**config.mk**
```make
export PLATFORM = sky130hd
export DESIGN_NAME = pc_sequencer
export DESIGN_NICKNAME = d
export VERILOG_FILES = /design/src/rtl/pcseq_pkg.sv /design/src/rtl/ras_stack.sv /design/src/rtl/pc_sequencer.sv
export SDC_FILE = /design/constraint.sdc
export NUM_CORES = 1
export LEC_CHECK = 0
export BUFFER_PORTS_ARGS = -buffer_cell sky130_fd_sc_hd__buf_4
export CAP_MARGIN = 5
export CORE_MARGIN = 1
export CORE_UTILIZATION = 28
export DETAILED_ROUTE_END_ITERATION = 8
export PLACE_DENSITY = 0.56
export RECOVER_POWER = 25
export SLEW_MARGIN = 20
export SYNTH_ARGS = -nofsm -noshare
export SYNTH_HDL_FRONTEND = slang
export SYNTH_HIERARCHICAL = 1
export SYNTH_SLANG_ARGS = --single-unit
```
**constraint.sdc**
```tcl
create_clock -name clk -period 2.9 [get_ports clk]
set_clock_uncertainty 0.05 [all_clocks]
set_input_delay 0.435 -clock clk [delete_from_list [all_inputs] [get_ports clk]]
set_output_delay 0.435 -clock clk [all_outputs]
set_load 0.05 [all_outputs]
```
**src/rtl/pcseq_pkg.sv**
```systemverilog
// pcseq_pkg -- shared types and helpers for the program-counter sequencer.
//   next_sel_e : next-PC source chosen by the priority decode.
//   lvl_width  : bits needed to count 0..depth stack entries.
package pcseq_pkg;

  typedef enum logic [2:0] {
    SEL_SEQ  = 3'd0,
    SEL_ABS  = 3'd1,
    SEL_REL  = 3'd2,
    SEL_CALL = 3'd3,
    SEL_RET  = 3'd4
  } next_sel_e;

  function automatic int lvl_width(input int depth);
    return $clog2(depth + 1);
  endfunction

endpackage

```
**src/rtl/ras_stack.sv**
```systemverilog
// ras_stack -- return-address stack with registered level and status.
// Ports:
//   clk, reset      : clock, synchronous active-low reset
//   push, pop       : push data_in / pop newest entry (pop wins if both)
//   data_in [W]     : address to push
//   top [W]         : newest entry (valid when not empty)
//   level [LW]      : entries held; full / empty registered status
// Build option PCSEQ_RAS_CIRCULAR_EN: a push while full overwrites the
// oldest entry instead of being dropped.
module ras_stack
  import pcseq_pkg::*;
#(
  parameter int W     = 10,
  parameter int DEPTH = 4,
  localparam int LW   = lvl_width(DEPTH)
) (
  input  logic          clk,
  input  logic          reset,
  input  logic          push,
  input  logic          pop,
  input  logic [W-1:0]  data_in,
  output logic [W-1:0]  top,
  output logic [LW-1:0] level,
  output logic          full,
  output logic          empty
);

  localparam int PW = (DEPTH > 1) ? $clog2(DEPTH) : 1;

  logic [W-1:0]  mem [DEPTH];
  logic [PW-1:0] wr_ptr_r;
  logic [PW-1:0] ptr_inc_s;
  logic [PW-1:0] ptr_dec_s;
  logic [PW-1:0] ptr_nxt_s;
  logic [LW-1:0] level_r;
  logic [LW-1:0] level_nxt_s;
  logic          full_r;
  logic          empty_r;
  logic          push_ok_s;
  logic          do_pop_s;

  // Write pointer neighbours; the pointer wraps modulo DEPTH so the same
  // storage serves both the linear and the circular build.
  always_comb begin
    if (wr_ptr_r == PW'(DEPTH - 1)) begin
      ptr_inc_s = '0;
    end else begin
      ptr_inc_s = wr_ptr_r + PW'(1'b1);
    end
    if (wr_ptr_r == '0) begin
      ptr_dec_s = PW'(DEPTH - 1);
    end else begin
      ptr_dec_s = wr_ptr_r - PW'(1'b1);
    end
  end

  // Decide which operation actually takes effect this cycle.
  always_comb begin
    do_pop_s = pop & ~empty_r;
`ifdef PCSEQ_RAS_CIRCULAR_EN
    push_ok_s = push & ~pop;
`else
    push_ok_s = push & ~pop & ~full_r;
`endif
  end

  // Next level and pointer; a circular push while full keeps level at DEPTH.
  always_comb begin
    level_nxt_s = level_r;
    ptr_nxt_s   = wr_ptr_r;
    if (do_pop_s) begin
      level_nxt_s = level_r - LW'(1'b1);
      ptr_nxt_s   = ptr_dec_s;
    end else if (push_ok_s) begin
      ptr_nxt_s = ptr_inc_s;
      if (full_r) begin
        level_nxt_s = level_r;
      end else begin
        level_nxt_s = level_r + LW'(1'b1);
      end
    end else begin
      level_nxt_s = level_r;
      ptr_nxt_s   = wr_ptr_r;
    end
  end

  // Entry storage; contents are don't-care after reset so no reset here.
  always_ff @(posedge clk) begin
    if (reset && push_ok_s) begin
      mem[wr_ptr_r] <= data_in;
    end
  end

  // Level, pointer and status registers.
  always_ff @(posedge clk) begin
    if (!reset) begin
      wr_ptr_r <= '0;
      level_r  <= '0;
      full_r   <= 1'b0;
      empty_r  <= 1'b1;
    end else begin
      wr_ptr_r <= ptr_nxt_s;
      level_r  <= level_nxt_s;
      full_r   <= (level_nxt_s == LW'(DEPTH));
      empty_r  <= (level_nxt_s == '0);
    end
  end

  assign top   = mem[ptr_dec_s];
  assign level = level_r;
  assign full  = full_r;
  assign empty = empty_r;

endmodule

```
**src/rtl/pc_sequencer.sv**
```systemverilog
// pc_sequencer -- program counter, next-PC adders/priority decode and a
// return-address stack for nested subroutine calls.
// Ports:
//   clk, reset        : clock, synchronous active-low reset
//   en                : advance enable (0 = hold everything)
//   s_inc, s_rel      : sequential / relative-jump selects
//   s_call, s_ret     : call (push pc+1, jump absolute) / return (pop)
//   target [PC_W]     : jump target or signed relative offset
//   pc [PC_W]         : current program counter
//   ras_level, ras_full, ras_empty : stack status (registered)
//   ovf, unf          : sticky overflow / underflow, cleared by reset only
// Build option PCSEQ_RAS_CIRCULAR_EN: call while full overwrites the oldest
// return address (ovf still set) instead of dropping the push.
module pc_sequencer
  import pcseq_pkg::*;
#(
  parameter int              PC_W      = 10,
  parameter int              RAS_DEPTH = 4,
  parameter logic [PC_W-1:0] RESET_PC  = '0
) (
  input  logic                             clk,
  input  logic                             reset,
  input  logic                             en,
  input  logic                             s_inc,
  input  logic                             s_rel,
  input  logic                             s_call,
  input  logic                             s_ret,
  input  logic [PC_W-1:0]                  target,
  output logic [PC_W-1:0]                  pc,
  output logic [lvl_width(RAS_DEPTH)-1:0]  ras_level,
  output logic                             ras_full,
  output logic                             ras_empty,
  output logic                             ovf,
  output logic                             unf
);

  logic [PC_W-1:0] pc_r;
  logic [PC_W-1:0] pc_inc_s;
  logic [PC_W-1:0] pc_nxt_s;
  logic [PC_W-1:0] ras_top_s;
  logic            ovf_r;
  logic            unf_r;
  logic            push_s;
  logic            pop_s;
  logic            full_s;
  logic            empty_s;
  next_sel_e       sel_s;

  // Priority decode: return beats call beats jump beats sequential.
  always_comb begin
    if (s_ret) begin
      sel_s = SEL_RET;
    end else if (s_call) begin
      sel_s = SEL_CALL;
    end else if (!s_inc) begin
      if (s_rel) begin
        sel_s = SEL_REL;
      end else begin
        sel_s = SEL_ABS;
      end
    end else begin
      sel_s = SEL_SEQ;
    end
  end

  // Next-PC mux; adders wrap modulo 2^PC_W, the offset is two's complement.
  always_comb begin
    pc_inc_s = pc_r + PC_W'(1'b1);
    case (sel_s)
      SEL_RET:  pc_nxt_s = empty_s ? pc_inc_s : ras_top_s;
      SEL_CALL: pc_nxt_s = target;
      SEL_ABS:  pc_nxt_s = target;
      SEL_REL:  pc_nxt_s = pc_r + target;
      SEL_SEQ:  pc_nxt_s = pc_inc_s;
      default:  pc_nxt_s = pc_inc_s;
    endcase
  end

  // Stack strobes only fire on an enabled cycle.
  always_comb begin
    push_s = en & (sel_s == SEL_CALL);
    pop_s  = en & (sel_s == SEL_RET);
  end

  ras_stack #(
    .W     (PC_W),
    .DEPTH (RAS_DEPTH)
  ) u_ras (
    .clk     (clk),
    .reset   (reset),
    .push    (push_s),
    .pop     (pop_s),
    .data_in (pc_inc_s),
    .top     (ras_top_s),
    .level   (ras_level),
    .full    (full_s),
    .empty   (empty_s)
  );

  // PC register and sticky fault flags.
  always_ff @(posedge clk) begin
    if (!reset) begin
      pc_r  <= RESET_PC;
      ovf_r <= 1'b0;
      unf_r <= 1'b0;
    end else if (en) begin
      pc_r  <= pc_nxt_s;
      ovf_r <= ovf_r | (push_s & full_s);
      unf_r <= unf_r | (pop_s & empty_s);
    end else begin
      pc_r  <= pc_r;
      ovf_r <= ovf_r;
      unf_r <= unf_r;
    end
  end

  assign pc        = pc_r;
  assign ras_full  = full_s;
  assign ras_empty = empty_s;
  assign ovf       = ovf_r;
  assign unf       = unf_r;

endmodule

```
# Yosys cells after proc, flatten, opt, wreduce, memory -nomap -nowiden
# Memory sizes are Yosys's and may differ from the RTL's.
# Index checks and enable logic that the tools add are counted.
# totals
ff_bits	19
ramBits	40
in_bits	17
out_inout_bits	17
wordCells	52
memories	1
# op_classes
add_sub_neg	6
eq_ne	6
mux	15
n_bitwise	12
reduce_logical	5
# memory_table
memory	depth	word_bits	read_ports	rd_clocked_by_memory_dff	wr	line_no	rtl
u_ras.mem	4	10	1	0	1	ras_stack.sv:30	logic [W-1:0] mem [DEPTH];
# op_table
operator	n
$pmux 10 s3	1
$mux 3	6
$add 10x1->10 const B	1
$add 10x10->10	1
$mux 10	1
$mux 2	5
$and 1x1->1	7
$eq 3x2->1 const B	2
$eq 3x3->1 const B	2
$add 3x1->3 const B	1
$eq 3x1->1 const B	1
$logic_not 3->1	1
$not 1->1	3
$sub 3x1->3 const B	1
$add 2x1->2 const B	1
$eq 2x2->1 const B	1
$logic_not 2->1	1
$mux 1	2
$or 1x1->1	2
$reduce_bool 2->1	1
$reduce_or 2->1	1
$sub 2x1->2 const B	1
$logic_and 1x1->1	1

# Depth between registers and ports, before layout
# depth
depth_word	12
mapped_depth	9
depth_no_buf	9

# By module
# Netlist, hierarchy kept.
# modules_own_cells
module	instances	cells_each	area_each_um2	seq_area_each_um2
ras_stack	1	105	1941.9	1341.3
pc_sequencer	1	182	1417.6	240.2

# Worst setup path before layout
# OpenSTA, ideal clock, no wires.
# synth_path
kind	register -> register
from	register u_ras.wr_ptr_r[0]
to	register pc_r[6], in the netlist pc[6]
setup_ns	0.115
t_arrival_ns	2.307
setup_slack_ns	0.428
stages_incl_launch_ff	9
cell_sequence	dfxtp_1 inv_2 ha_1 nor2_8 mux4_2 a221o_1 a221oi_2 o221ai_1 and3_1
# synth_via
elab_chain_cells	5
# synth_lines
element	line_no	rtl
start: declaration	ras_stack.sv:31	logic [PW-1:0] wr_ptr_r;
start signal: assignment	ras_stack.sv:102	wr_ptr_r <= ptr_nxt_s;
$sub 2x1->2 or $logic_not 2->1 (tied branches)	ras_stack.sv:53, ras_stack.sv:50	
$mux 2 (*)	ras_stack.sv:50	if (wr_ptr_r == '0) begin
$mem_v2 4x10 (*)	--	
net ras_top_s[6]	pc_sequencer.sv:40	logic [PC_W-1:0] ras_top_s;
$mux 10 (*)	pc_sequencer.sv:70	SEL_RET: pc_nxt_s = empty_s ? pc_inc_s : ras_top_s;
$pmux 10 s3 (*)	pc_sequencer.sv:69	case (sel_s)
end signal: assignment	pc_sequencer.sv:107	pc_r <= pc_nxt_s;
end signal: assignment	pc_sequencer.sv:111	pc_r <= pc_r;
end: declaration	pc_sequencer.sv:37	logic [PC_W-1:0] pc_r;
# Mark *: on every way through the listed nets, which the timed path passes. The rest lies on a longest branch.
# A chain may end at the register's enable or synchronous reset.

# Worst setup path in the final report
# Ends and elaborated chain as after synthesis.

==> impl_metrics.tcl <==
set metrics [dict create \
    violations "DRC" \
    fp.dieW_um 112 \
    fp.dieArea_um2 12400 \
    grt_pass1_vias 2485 \
    synth.net_count 321 \
    power_density_nw_per_um2 587 \
    synth_fa_ha_area_share_pct 6.55 \
    worst_pin_slew_ps 632 \
    vias 2465 \
    crit_type "reg -> reg" \
    rsz0062_at_grt "no" \
    mappedNetlistArea_um2 3360 \
    maxSlewViolCount 0 \
    clock_latency_ps 310 \
    fmax_mhz 372 \
    wirelength_mm 7.86 \
    synthSimpleGateAreaFrac_pct 14.9 \
    cap_violations 0 \
    postSynthAreaPerCell_um2 11.7 \
    drive_gt1_share_pct 21.5 \
    arrival_ps 2850 \
    cts_resized 0 \
    dp.cells 468 \
    synth_xor_area_share_pct 3.58 \
    placementRows 39 \
    grt.overflow.total 0 \
    critPathBufInv 1 \
    synth_compound_area_share_pct 17.3 \
    fill_cells 1149 \
    period_share_pct 92.8 \
    syn_inst 287 \
    detail-route-antenna-nets 0 \
    first_pass_iters 8 \
    cts_root_buf "clkbuf_16" \
    cp_max_fo 10 \
    synth_ff_type "edfxtp_1" \
    post-place-ws_ps 216 \
    slew-limit-headroom_pct 57.7 \
    antenna_found_initial 0 \
    yosysSeqAreaShare_pct 47.1 \
    cp_slowest_cell "mux4_2" \
    holdBufCountCts 0 \
    syn_to_final_growth_pct 20.0 \
    cts_sinks 59 \
    finalSetupViolations 0 \
    grt_pass1_wl_mm 13.1 \
    fin_nets 370 \
    cts_tree "built" \
    cp.depth 8 \
    start_kind "flip-flop" \
    synth_cell_types 63 \
    synth_top_family_by_area "compound AO/OA/AOI/OAI gates" \
    fin_total_pwr_uw 2360 \
    fin_ws_ps 210 \
    cp-end-kind "flip-flop" \
    cts_made_buffers 9 \
    critPathRequiredTime_ps 3060 \
    hold_depth 3 \
    p_leak_uw 0.00152 \
    layout_min_cycle_time_ps 2690 \
    place_hpwl_mm 5.88 \
    die_y_um 112 \
    critical_path.max_stage_delay_ps 550 \
    start_util_pct 29.0 \
    final_common_cell "edfxtp_1" \
    cp_top_family "compound AO/OA/AOI/OAI gates" \
    numPortBuffers 33 \
    routed_via_density 5.10 \
    gp_congestion 0.756 \
    io-pin-count 34 \
    fp.coreArea_um2 11600 \
    layout.cells.non_filler 483 \
    crit_chain "inv_2 > ha_1 > nor2_8 > mux4_2 > a221o_1 > a221oi_2 > o221ai_1 > and3_1" \
    cts_buffer_depth 2 \
    synth-edff-count 40 \
    holdWs_ps 336 \
    vdd_drop_max_mv 0.287 \
    status "complete, but fails checks" \
    routedWlPerCell_um 16.3 \
    cts_setup_buffers 0 \
    remaining_drc_errors 2 \
    reg2reg_depth 8 \
    grt.total_usage_pct 13.4 \
    drt-initial-drc-count 145 \
    synthArstFlopShare_pct 0 \
    hold_class "in -> reg" \
    clk_pin_slew_worst_paths_ps 50 \
    layout_common_cells "edfxtp_1, buf_4, a21oi_1" \
    hold_viol_final 0 \
    yosysWarnings 6 \
    ys_ff_latch 59 \
    tns_ps 0 \
    grt_max_degree 24 \
    antennaDiodeCount 0 \
    synth_mux_area_share_pct 7.75 \
    h-tree-depth 3 \
]
-- stage by stage --
| stage | cell area (um^2) | util, % |
|---|---|---|
| after floorplan | 3360 | - |
| after global placement | 3830 | 33.1 |
| after detailed placement | 3830 | 33.1 |
| after CTS | 4080 | 35.3 |
| after global routing | 4030 | 34.8 |
| final | 4030 | 34.8 |
-- power by group --
group / internal [uW] / leakage (uW) / switching, uW / total, uW
clock network: 564 / 0.000127 / 339 / 903
logic: 185 / 0.000872 / 295 / 480
registers: 936 / 0.000521 / 44.5 / 980
total: 1690 / 0.00152 / 679 / 2360
-- synth_stat cells (3+ instances only) --
cell type  count  area, um^2
and3_1         6        37.5
a21o_1         3        22.5
nand2b_1       3        18.8
o21ai_0       15        75.1
and2_1         5        31.3
a21oi_1       23         115
inv_1         13        48.8
dfxtp_1       19         380
nor2b_1        5        31.3
nand4_1        3        18.8
a221oi_1       6        52.6
mux2i_1        5        50.1
o221ai_1       6        52.6
nor2_1        13        48.8
xnor2_1        8        70.1
edfxtp_1      40        1200
mux4_2         7         158
o211ai_1       3        22.5
nand3_1        7        35.0
ha_1          16         200
nand2_1       20        75.1
a211oi_1       5        37.5
-- tightest hold or removal path, stage by stage --
cell and delay, ps:
buf_4 90, a21oi_1 50, nor2_1 80
-- routing by layer --
layer | part of all wire, % | vias to the layer above | track usage [%]
met5 | 0 | - | 0
met1 | 47 | 1195 | 17.1
met3 | 2.3 | 10 | 1.31
met2 | 49 | 47 | 22.4
met4 | 2.0 | 0 | 7.30
li1 | - | 1213 | -
-- sequential cells by signal, indices dropped and copies added (netlist names) --
| signal | cells |
|---|---|
| u_ras/mem | 40 |
| u_ras/full | 1 |
| u_ras/level | 3 |
| u_ras/empty | 1 |
| u_ras/wr_ptr_r | 2 |
| pc | 10 |
| unf | 1 |
| ovf | 1 |
-- cells by family after synthesis --
logic type               after synthesis
flip-flops                            59
XOR/XNOR                              12
AND/OR/NAND/NOR                       81
multiplexers                          14
buffers and inverters                 21
AO/OA/AOI/OAI                         83
adder cells (fa/ha/maj)               17
-- layout make-up --
class	count	area (um^2)	area share, %
clock inverters	4	18.8	0.466
repair buffers	44	282	6.99
multi-input cells	207	1680	41.7
well taps	143	179	4.44
flip-flops and latches	59	1580	39.2
clock buffers	11	233	5.77
inverters	15	56.3	1.40
-- worst paths after layout --
kind / to / slack, ps / start
hold reg to reg: ovf / 450 / ovf
setup reg to reg: pc[6] / 210 / u_ras/wr_ptr_r[0]
hold / removal: pc[0] / 340 / target[0]
setup / recovery: pc[6] / 210 / u_ras/wr_ptr_r[0]
No activity file was read; power rests on OpenSTA's default activity.
